<file path="config.mk">
export PLATFORM = sky130hd
export DESIGN_NAME = mux_sequencer_flat
export DESIGN_NICKNAME = d
export VERILOG_FILES = /design/src/rtl/mux_sequencer_if.sv /design/src/rtl/mux_sequencer.sv /design/src/flat_wrapper.sv
export SDC_FILE = /design/constraint.sdc
export NUM_CORES = 1
export LEC_CHECK = 0
export ABC_AREA = 0
export BUFFER_PORTS_ARGS = -buffer_cell sky130_fd_sc_hd__clkbuf_2
export CORE_MARGIN = 4
export CORE_UTILIZATION = 30
export DETAILED_ROUTE_END_ITERATION = 16
export HOLD_SLACK_MARGIN = 0.08
export REMOVE_ABC_BUFFERS = 1
export SYNTH_ARGS = -nofsm -noshare
export SYNTH_HDL_FRONTEND = slang
export SYNTH_SLANG_ARGS = --single-unit
</file>
<file path="constraint.sdc">
create_clock -name clk -period 4.9 [get_ports clk]
set_clock_uncertainty 0.2 [all_clocks]
set_input_delay 1.47 -clock clk [delete_from_list [all_inputs] [get_ports clk]]
set_output_delay 1.47 -clock clk [all_outputs]
set_load 0.01 [all_outputs]
</file>
<file path="src/rtl/mux_sequencer_if.sv">
// Handshake bundle between the LED driver controller and the multiplex sequencer.
// The controller side drives the qualifiers and pulses; the sequencer drives the column enables.
interface mux_sequencer_if #(
    parameter int NB_MUX = 8,
    parameter int MUX_W  = $clog2(NB_MUX)
);
    logic              clk_enable;
    logic              driver_ready;
    logic              position_sync;
    logic              mux_done;
    logic [NB_MUX-1:0] mux_out;
    logic [MUX_W-1:0]  mux_idx;
    logic              blanking;
    logic              slice_done;
    logic              overrun;

    modport master (
        output clk_enable,
        output driver_ready,
        output position_sync,
        output mux_done,
        input  mux_out,
        input  mux_idx,
        input  blanking,
        input  slice_done,
        input  overrun
    );

    modport slave (
        input  clk_enable,
        input  driver_ready,
        input  position_sync,
        input  mux_done,
        output mux_out,
        output mux_idx,
        output blanking,
        output slice_done,
        output overrun
    );
endinterface

</file>
<file path="src/rtl/mux_sequencer.sv">
// Walks the LED-column multiplex lines one-hot after each position sync, with a
// blanking gap between slots; reports slice completion and mid-slice resyncs.
module mux_sequencer #(
    parameter int NB_MUX       = 8,
    parameter int BLANK_CYCLES = 4,
    parameter int MUX_W        = $clog2(NB_MUX)
) (
    input  logic             clk,
    input  logic             nrst,
    mux_sequencer_if.slave   io_bus
);
    localparam int CNT_W = $clog2(BLANK_CYCLES + 1);

    typedef enum logic [1:0] {
        S_IDLE,
        S_WAIT_SYNC,
        S_ON,
        S_BLANK
    } state_t;

    state_t            r_state;
    logic [NB_MUX-1:0] r_mux_out;
    logic [MUX_W-1:0]  r_mux_idx;
    logic              r_blanking;
    logic              r_slice_done;
    logic              r_overrun;
    logic [CNT_W-1:0]  r_cnt;
    logic              r_last;

    state_t            w_state_nxt;
    logic [NB_MUX-1:0] w_mux_out_nxt;
    logic [MUX_W-1:0]  w_mux_idx_nxt;
    logic              w_slice_done_nxt;
    logic              w_overrun_nxt;
    logic [CNT_W-1:0]  w_cnt_nxt;
    logic              w_last_nxt;

    logic              w_is_last_slot;
    logic [MUX_W-1:0]  w_idx_inc;
    logic              w_restart;

    assign w_is_last_slot = (r_mux_idx == MUX_W'(NB_MUX - 1));
    assign w_idx_inc      = w_is_last_slot ? '0 : r_mux_idx + MUX_W'(1);

    // A sync that lands mid-slice abandons the slice and restarts it from slot 0.
    assign w_restart = io_bus.driver_ready && io_bus.position_sync &&
                       ((r_state == S_ON) || (r_state == S_BLANK));

    always_comb begin
        w_state_nxt      = r_state;
        w_mux_out_nxt    = r_mux_out;
        w_mux_idx_nxt    = r_mux_idx;
        w_slice_done_nxt = 1'b0;
        w_overrun_nxt    = r_overrun;
        w_cnt_nxt        = r_cnt;
        w_last_nxt       = r_last;

        if (!io_bus.driver_ready) begin
            w_state_nxt   = S_IDLE;
            w_mux_out_nxt = '0;
            w_mux_idx_nxt = '0;
        end else if (w_restart) begin
            w_state_nxt   = S_BLANK;
            w_mux_out_nxt = '0;
            w_mux_idx_nxt = '0;
            w_overrun_nxt = 1'b1;
            w_cnt_nxt     = CNT_W'(BLANK_CYCLES);
            w_last_nxt    = 1'b0;
        end else begin
            case (r_state)
                S_IDLE: begin
                    w_state_nxt = S_WAIT_SYNC;
                end
                S_WAIT_SYNC: begin
                    if (io_bus.position_sync) begin
                        w_state_nxt   = S_ON;
                        w_mux_idx_nxt = '0;
                        w_mux_out_nxt = NB_MUX'(1);
                    end
                end
                S_ON: begin
                    if (io_bus.mux_done) begin
                        w_state_nxt   = S_BLANK;
                        w_mux_out_nxt = '0;
                        w_mux_idx_nxt = w_idx_inc;
                        w_cnt_nxt     = CNT_W'(BLANK_CYCLES);
                        w_last_nxt    = w_is_last_slot;
                    end
                end
                S_BLANK: begin
                    if (io_bus.clk_enable) begin
                        if (r_cnt == CNT_W'(1)) begin
                            if (r_last) begin
                                w_state_nxt      = S_WAIT_SYNC;
                                w_slice_done_nxt = 1'b1;
                            end else begin
                                w_state_nxt   = S_ON;
                                w_mux_out_nxt = NB_MUX'(1) << r_mux_idx;
                            end
                        end else begin
                            w_cnt_nxt = r_cnt - CNT_W'(1);
                        end
                    end
                end
                default: begin
                    w_state_nxt   = S_IDLE;
                    w_mux_out_nxt = '0;
                    w_mux_idx_nxt = '0;
                end
            endcase
        end
    end

    always_ff @(posedge clk) begin
        if (!nrst) begin
            r_state      <= S_IDLE;
            r_mux_out    <= '0;
            r_mux_idx    <= '0;
            r_blanking   <= 1'b1;
            r_slice_done <= 1'b0;
            r_overrun    <= 1'b0;
            r_cnt        <= '0;
            r_last       <= 1'b0;
        end else begin
            r_state      <= w_state_nxt;
            r_mux_out    <= w_mux_out_nxt;
            r_mux_idx    <= w_mux_idx_nxt;
            r_blanking   <= (w_mux_out_nxt == '0);
            r_slice_done <= w_slice_done_nxt;
            r_overrun    <= w_overrun_nxt;
            r_cnt        <= w_cnt_nxt;
            r_last       <= w_last_nxt;
        end
    end

    assign io_bus.mux_out    = r_mux_out;
    assign io_bus.mux_idx    = r_mux_idx;
    assign io_bus.blanking   = r_blanking;
    assign io_bus.slice_done = r_slice_done;
    assign io_bus.overrun    = r_overrun;

endmodule

</file>
<file path="src/flat_wrapper.sv">
// flat-port wrapper written by rule: the top's interface ports become plain ports
module mux_sequencer_flat 
#(
    parameter int NB_MUX       = 8,
    parameter int BLANK_CYCLES = 4,
    parameter int MUX_W        = $clog2(NB_MUX)
)
  (clk, nrst, io_bus_clk_enable, io_bus_driver_ready, io_bus_position_sync, io_bus_mux_done, io_bus_mux_out, io_bus_mux_idx, io_bus_blanking, io_bus_slice_done, io_bus_overrun);
  mux_sequencer_if #(.NB_MUX(NB_MUX), .MUX_W(MUX_W)) io_bus_i ();
  input  logic clk;
  input  logic nrst;
  input wire logic [$bits(io_bus_i.clk_enable)-1:0] io_bus_clk_enable;
  input wire logic [$bits(io_bus_i.driver_ready)-1:0] io_bus_driver_ready;
  input wire logic [$bits(io_bus_i.position_sync)-1:0] io_bus_position_sync;
  input wire logic [$bits(io_bus_i.mux_done)-1:0] io_bus_mux_done;
  output wire logic [$bits(io_bus_i.mux_out)-1:0] io_bus_mux_out;
  output wire logic [$bits(io_bus_i.mux_idx)-1:0] io_bus_mux_idx;
  output wire logic [$bits(io_bus_i.blanking)-1:0] io_bus_blanking;
  output wire logic [$bits(io_bus_i.slice_done)-1:0] io_bus_slice_done;
  output wire logic [$bits(io_bus_i.overrun)-1:0] io_bus_overrun;
  assign io_bus_i.clk_enable = io_bus_clk_enable;
  assign io_bus_i.driver_ready = io_bus_driver_ready;
  assign io_bus_i.position_sync = io_bus_position_sync;
  assign io_bus_i.mux_done = io_bus_mux_done;
  assign io_bus_mux_out = io_bus_i.mux_out;
  assign io_bus_mux_idx = io_bus_i.mux_idx;
  assign io_bus_blanking = io_bus_i.blanking;
  assign io_bus_slice_done = io_bus_i.slice_done;
  assign io_bus_overrun = io_bus_i.overrun;
  mux_sequencer #(.NB_MUX(NB_MUX), .BLANK_CYCLES(BLANK_CYCLES), .MUX_W(MUX_W)) u_core (.clk(clk), .nrst(nrst), .io_bus(io_bus_i));
endmodule
</file>
# ---- Word-level counts from Yosys, hierarchy flattened
# Index checks and enable logic that the tools add are counted.
# W data, S select, Z words.
dict set report op_classes {
  addsub 2
  n_eq_ne 12
  shift 1
  mux 28
  bitwise 5
  reduce_logical 17
}
# cell n
set op_table {}
lappend op_table {{$mux W8} 7}
lappend op_table {{$pmux W8 S3} 1}
lappend op_table {{$mux W3} 7}
lappend op_table {{$ne A3 B2 Y1 const B} 5}
lappend op_table {{$mux W2} 6}
lappend op_table {{$pmux W3 S2} 2}
lappend op_table {{$logic_not A8 Y1} 1}
lappend op_table {{$pmux W2 S4} 1}
lappend op_table {{$shl A1 B3 Y8 const A} 1}
lappend op_table {{$reduce_and A3 Y1} 2}
lappend op_table {{$reduce_bool A2 Y1} 3}
lappend op_table {{$reduce_or A6 Y1} 1}
lappend op_table {{$not A1 Y1} 5}
lappend op_table {{$reduce_and A5 Y1} 1}
lappend op_table {{$eq A2 B2 Y1 const B} 2}
lappend op_table {{$mux W1} 4}
lappend op_table {{$ne A2 B2 Y1 const B} 2}
lappend op_table {{$reduce_and A2 Y1} 2}
lappend op_table {{$reduce_and A4 Y1} 1}
lappend op_table {{$add A3 B1 Y3 const B} 1}
lappend op_table {{$eq A3 B1 Y1 const B} 1}
lappend op_table {{$eq A3 B3 Y1 const B} 1}
lappend op_table {{$reduce_bool A3 Y1} 1}
lappend op_table {{$reduce_or A3 Y1} 1}
lappend op_table {{other kinds (5)} 6}
dict set report totals {
  reg_bits 20
  in_bits 6
  out_inout_bits 14
  word_cells 73
}

# ---- Logic depth before layout (Yosys ltp)
# Gate-level depths: netlist of the first run.
dict set report logic_depth {
  ltp_word 8
  ltp_mapped 7
}

# ---- Worst setup path before layout of the first run
# No wires, ideal clock.
dict set report synth_path {
  path_kind {input to register}
  start {in io_bus_position_sync}
  end {reg u_core.r_cnt[1]}
  setup_ns 0.088
  arrival_ns 2.347
  path_slack_ns 2.265
  stages 4
  path_buffers 1
  cell_sequence {buf_2 > a21oi_2 > or3b_1 > o32ai_2}
}
dict set report synth_between {
  elab_chain_len 4
  word_cells_on_any_way 8
}
# element line
set synth_rtl {}
lappend synth_rtl {{start: declaration} flat_wrapper.sv:14} ;# input wire logic [$bits(io_bus_i.position_sync)-1:0] io_bus_position_sync;
lappend synth_rtl {{$logic_and A1 B1 Y1 (*) (2 in a row)} mux_sequencer.sv:46} ;# assign w_restart = io_bus.driver_ready && io_bus.position_sync &&
lappend synth_rtl {{$ne A3 B2 Y1 (no source line) or $reduce_bool A3 Y1 (tied branches)} -}
lappend synth_rtl {{$reduce_and A5 Y1 (no source line)} -}
lappend synth_rtl {{end signal: assignment} mux_sequencer.sv:131} ;# r_cnt <= w_cnt_nxt;
lappend synth_rtl {{end: declaration} mux_sequencer.sv:27} ;# logic [CNT_W-1:0] r_cnt;
# Mark *: on every way between the ends. The rest lies on a longest branch, timed or not.
# A chain may end at the register's enable or synchronous reset.

# ---- Final worst setup path of the first run
dict set report layout_path {
  start {in io_bus_position_sync}
  end {reg u_core.r_blanking (netlist: u_core.io_bus.blanking)}
}
dict set report layout_between {
  elab_chain_len 5
  word_cells_on_any_way 7
}
# element line
set layout_rtl {}
lappend layout_rtl {{$mux W8 or $logic_and A1 B1 Y1 (tied branches)} {mux_sequencer.sv:75, mux_sequencer.sv:46}}
lappend layout_rtl {{$pmux W8 S3 or $logic_and A1 B1 Y1 (tied branches)} {mux_sequencer.sv:70, mux_sequencer.sv:46}}
lappend layout_rtl {{$mux W8 (*)} mux_sequencer.sv:62} ;# end else if (w_restart) begin
lappend layout_rtl {{$mux W8 (*)} mux_sequencer.sv:58} ;# if (!io_bus.driver_ready) begin
lappend layout_rtl {{$logic_not A8 Y1 (*)} mux_sequencer.sv:128} ;# r_blanking <= (w_mux_out_nxt == '0);
lappend layout_rtl {{end signal: assignment} mux_sequencer.sv:128}
lappend layout_rtl {{end: declaration} mux_sequencer.sv:24} ;# logic r_blanking;
# Marks and branches as above.

==> results of run 1 <==
[metrics by stage]
stage	std cells	instance area [um2]	worst slack, ns	hold slack (ns)
2_1_floorplan	119	1041	2.104	0.2561
3_3_place_gp	184	1194	1.764	0.2368
3_5_place_dp	184	1194	1.738	0.2421
4_1_cts	187	1216	2.061	0.2656
5_1_grt	187	1216	1.916	0.2923
6_report	187	1216	2.046	0.2592
[power by group]
| group | total (W) | leakage, nW | switching (W) | internal (W) |
|---|---|---|---|---|
| registers | 0.000167 | 0.162 | 0.00000292 | 0.000164 |
| logic | 0.0000182 | 0.277 | 0.0000116 | 0.00000661 |
| clock network | 0.0000755 | 0.0138 | 0.0000469 | 0.0000286 |
| total | 0.000261 | 0.452 | 0.0000614 | 0.000199 |
[cells by family after synthesis]
logic type | after synthesis | share of synthesized area [%]
and+or+nand+nor | 53 | 28.52
buffers and inverters | 15 | 5.937
DFF | 20 | 37.25
muxes | 1 | 0.9314
AOI/OAI and AO/OA | 29 | 18.05
adders and majority gates | 8 | 9.314
[metal layers]
metal  wire length (um)  GRT usage [%]  vias to the layer above
met5                  0              0                        -
met4                 31          3.226                        0
met3                137          4.269                        4
met2               1043          18.59                       29
met1               1120          14.19                      441
li1                   -              -                      490
[cells in the mapped netlist]
library cell   n
dfxtp_1       20
a21oi_1       15
nand3_1       11
nand2_1       10
ha_1           8
inv_1          8
nor2_1         8
nor3_1         5
nand4b_1       4
buf_2          3
clkbuf_1       3
a32oi_1        2
nor3b_1        2
o22ai_1        2
or4_1          2
a2111o_1       1
a211oi_1       1
a21o_1         1
a21oi_2        1
a31oi_1        1
and2_1         1
and2b_2        1
and3b_1        1
and4bb_2       1
buf_4          1
mux2i_1        1
nand4_1        1
nand4bb_1      1
nor2b_1        1
nor4_1         1
nor4b_1        1
nor4bb_1       1
o211ai_1       1
o21ai_0        1
o21ba_2        1
o311ai_1       1
o32ai_2        1
or3b_1         1
[final timing paths]
path                         startpoint                endpoint  slack, ns  depth (start not counted)
setup / recovery   io_bus_position_sync  u_core.io_bus.blanking       2.05                          5
hold / removal    u_core.io_bus.overrun   u_core.io_bus.overrun       0.26                          2
hold reg to reg   u_core.io_bus.overrun   u_core.io_bus.overrun       0.26                          2
setup reg to reg      u_core.r_state[0]  u_core.io_bus.blanking       2.69                          4
[layout make-up]
cell class	count	area, um2	area share, %
multi-input combinational	91	610.6	50.21
sequential	20	400.4	32.92
timing repair buffer	19	95.09	7.819
tap	46	57.56	4.732
inverter	8	30.03	2.469
clock buffer	3	22.52	1.852
[worst reg2reg max path: cells and delay by family, from the launching register on]
kind | cells | cell delay [ns]
AND/OR/NAND/NOR | 3 | 0.69
flip-flops | 1 | 0.59
AO/OA/AOI/OAI | 1 | 0.63
[flip-flops by register name, summed over array words and instances, names as in the netlist]
| signal | count |
|---|---|
| u_core.io_bus.blanking | 1 |
| u_core.io_bus.mux_idx | 3 |
| u_core.io_bus.mux_out | 8 |
| u_core.io_bus.overrun | 1 |
| u_core.io_bus.slice_done | 1 |
| u_core.r_cnt | 3 |
| u_core.r_last | 1 |
| u_core.r_state | 2 |
==> out/results.ini, run 1 <==
[detailed_routing]
dr.pass1.iters=4
drc=0
antenna_left=0
drt_iter0_markers=48
viasPerCell=5.155
vias=964
wl_um=2332
wl_per_cell_um=12.47

[clock_network]
numCtsBuffers=3
clk_pin_slew_worst_paths_ns=0.11
cts_root_buffer=clkbuf_4
clock-sinks=20
cts_tree=yes
clockBufferDepth=2
cts_resized=0
h-tree-depth=1
cts_setup_buffers=0
holdBufCountCts=0
clk_latency_ns=0.29

[synth]
synth_area_per_cell_um2=8.530
synth.top_cells.by_area=dfxtp_1 (37%), ha_1 (9.3%), a21oi_1 (7.0%), nand3_1 (5.1%), nand2_1 (3.5%)
synth_seq_cells=20
syn-cell-area_mm2=0.001075
synth-seq-area-share_pct=37.25
yosys.area.top_type=dfxtp_1
yosysTopAreaCellShare_pct=37.25
syn_inst=126
ys_types=38
yosysWarnings=0

[timing]
hold_viol=0
final.setup.tns_ns=0
rsz0062_at_grt=false
drv_slew=0
min_period_ns=2.854
tightest_slew_ns=0.7653
finalSetupViolations=0
period_share_pct=58.24
maxSlewHeadroom_pct=48.98
fmax_mhz=350.4

[hold_path]
hold_class=reg2reg

[global_route]
overflow=0
grt_pass1_wl_um=4015
track_usage_pct=11.45
antenna_found_initial=0
grt_pass1_vias=900
grt_max_degree=18

[cells_and_area]
final_cell_mix=dfxtp_1 (20), clkbuf_2 (19), a21oi_1 (15)
finish.utilization_pct=35.88
drive_gt1_share_pct=19.15
nFillCells=365
antennaDiodeCount=0
fin_nets=157
area_growth_pct=13.16
mostFrequentLayoutCell=dfxtp_1

[worst_setup_path]
crit_arrival_ns=2.84
cp-start-kind=primary input
cp_cell_sequence=clkbuf_2, and3b_1, a21oi_1, nor4b_1, nor3_1
crit_buf_inv=1
crit_fanout=11
critPathKind=in2reg
worst_setup_path_end_kind=flop
critical-path-max-stage-delay_ns=0.60
crit_path_top_delay_cell=a21oi_1
critPathTopFamily=simple AND/OR/NAND/NOR gates
cp.required_ns=4.88

[floorplan]
die_x_um=67.86
core_area_mm2=0.003390
dieArea_mm2=0.004604
num_rows=21
ios=20
die_y_um=67.86
start_util_pct=31.71

[job]
maxCapViolations=0

[power]
peakVddDrop_mv=0.1596
p_per_area_mw_per_mm2=214.2
total_power_w=0.0002605
p_leak_nw=0.4524

[place]
portBuffers=19
gp_congestion=0.8950
dp_hpwl_um=1804

[outcome]
outcome=complete, no violations

(Power assumes the default switching activity.)
==> run 2: changes to the inputs <==
==> constraint.sdc (replaced) <==
create_clock -name clk -period 2.7 [get_ports clk]
set_clock_uncertainty 0.2 [all_clocks]
set_input_delay 0.81 -clock clk [delete_from_list [all_inputs] [get_ports clk]]
set_output_delay 0.81 -clock clk [all_outputs]
set_load 0.01 [all_outputs]
==> run 2 against run 1 <==
  * Clock power is 91% higher
  * Sequential cell count stayed put
  * Sequential share of layout area is 0.20 points lower
  * Power is 85% higher
  * Largest cell class unchanged
==> out/results.ini, run 2 (synthesis results as in run 1) <==
[outcome]
outcome=complete, no violations

[job]
maxCapViolations=0

[worst_setup_path]
r2r_cells=6
crit_arrival_ns=1.03
r2r_slack_ns=0.70
critPathTopFamily=flip-flops
crit_buf_inv=1
worst_setup_path_end_kind=output pin
cp-start-kind=flop
crit_path_top_delay_cell=dfxtp_1
cp_cell_sequence=clkbuf_2
cp.depth=1
critical-path-max-stage-delay_ns=0.53
crit_fanout=10
critPathKind=reg2out
crit_path_start=u_core.io_bus.mux_idx[2]
reg2reg_to=u_core.io_bus.blanking
cp.required_ns=1.69
crit-reg2reg-launch=u_core.io_bus.mux_idx[0]

[cells_and_area]
area_growth_pct=13.85
fin_nets=158
final_cell_mix=dfxtp_1 (20), clkbuf_2 (19), a21oi_1 (15)
drive_gt1_share_pct=19.72
antennaDiodeCount=0
mostFrequentLayoutCell=dfxtp_1
largest_reg_flops=8

[timing]
whs_ns=0.2587
setup_ws_ns=0.6570
final.setup.tns_ns=0
maxSlewHeadroom_pct=66.61
min_period_ns=2.043
fmax_mhz=489.5
hold_viol=0
drv_slew=0
tightest_slew_ns=0.5002
rsz0062_at_grt=false
period_share_pct=75.67
finalSetupViolations=0

[clock_network]
h-tree-depth=1
clock-sinks=20
clk_latency_ns=0.31
cts_tree=yes
holdBufCountCts=0
clockBufferDepth=2
cts_setup_buffers=0
cts_root_buffer=clkbuf_4
cts_resized=0
numCtsBuffers=3
clk_pin_slew_worst_paths_ns=0.11

[place]
gp_congestion=0.9110
portBuffers=19
dp_slack_ns=0.4169
dp_hpwl_um=1820

[power]
p_leak_nw=0.4567
peakVddDrop_mv=0.1874
p_per_area_mw_per_mm2=392.9

[floorplan]
core_area_mm2=0.003390
ios=20
die_x_um=67.86
die_y_um=67.86
dieArea_mm2=0.004604
start_util_pct=31.71
num_rows=21

[hold_path]
hold_class=reg2reg
whs_endpoint=u_core.io_bus.overrun
hold_start=u_core.io_bus.overrun
hold_depth=2

[detailed_routing]
wl_per_cell_um=12.63
wl_um=2374
drc=0
vias=964
antenna_left=0
drt_iter0_markers=43
dr.pass1.iters=4
viasPerCell=5.128

[global_route]
grt_pass1_wl_um=4043
overflow=0
grt_max_degree=18
track_usage_pct=11.64
grt_pass1_vias=903
antenna_found_initial=0

## run 2: through the flow
stage,area [um2],util (%),power (W),std cells
6_report,1224,36.10,0.0004807,188
5_1_grt,1224,36.10,0.0005007,188
4_1_cts,1224,36.10,0.0004852,188
3_3_place_gp,1201,35.44,0.0003427,185
3_5_place_dp,1201,35.44,0.0003435,185
2_1_floorplan,1041,-,0.0003267,119
## run 2: metal layers
layer | track usage (%) | share of wire, % | wire (um) | vias to the layer above
met5 | 0 | 0 | 0 | -
met1 | 14.13 | 47 | 1124 | 440
met2 | 18.96 | 45 | 1060 | 27
li1 | - | - | - | 492
met4 | 4.467 | 1.9 | 44 | 0
met3 | 3.941 | 6.1 | 145 | 5
## run 2: power by group
group | internal [W] | switching, W
Sequential | 0.000298 | 0.00000539
Combinational | 0.0000129 | 0.0000211
Clock | 0.0000522 | 0.0000916
## run 2: worst max-delay path by stage
stage	end	slack [ns]
after floorplan	u_core.io_bus.blanking	0.56
after global placement	u_core.io_bus.blanking	0.48
after detailed placement	u_core.io_bus.blanking	0.42
after CTS	io_bus_mux_idx[2]	0.64
after global routing	u_core.io_bus.blanking	0.50
final	io_bus_mux_idx[2]	0.66
## run 2: area by class of cell
type / instances / area, um2
fillers: 366 / 2166
flip-flops and latches: 20 / 400.4
inverters: 8 / 30.03
repair buffers: 20 / 102.6
multi-input cells: 91 / 610.6
clock buffers: 3 / 22.52
well taps: 46 / 57.56
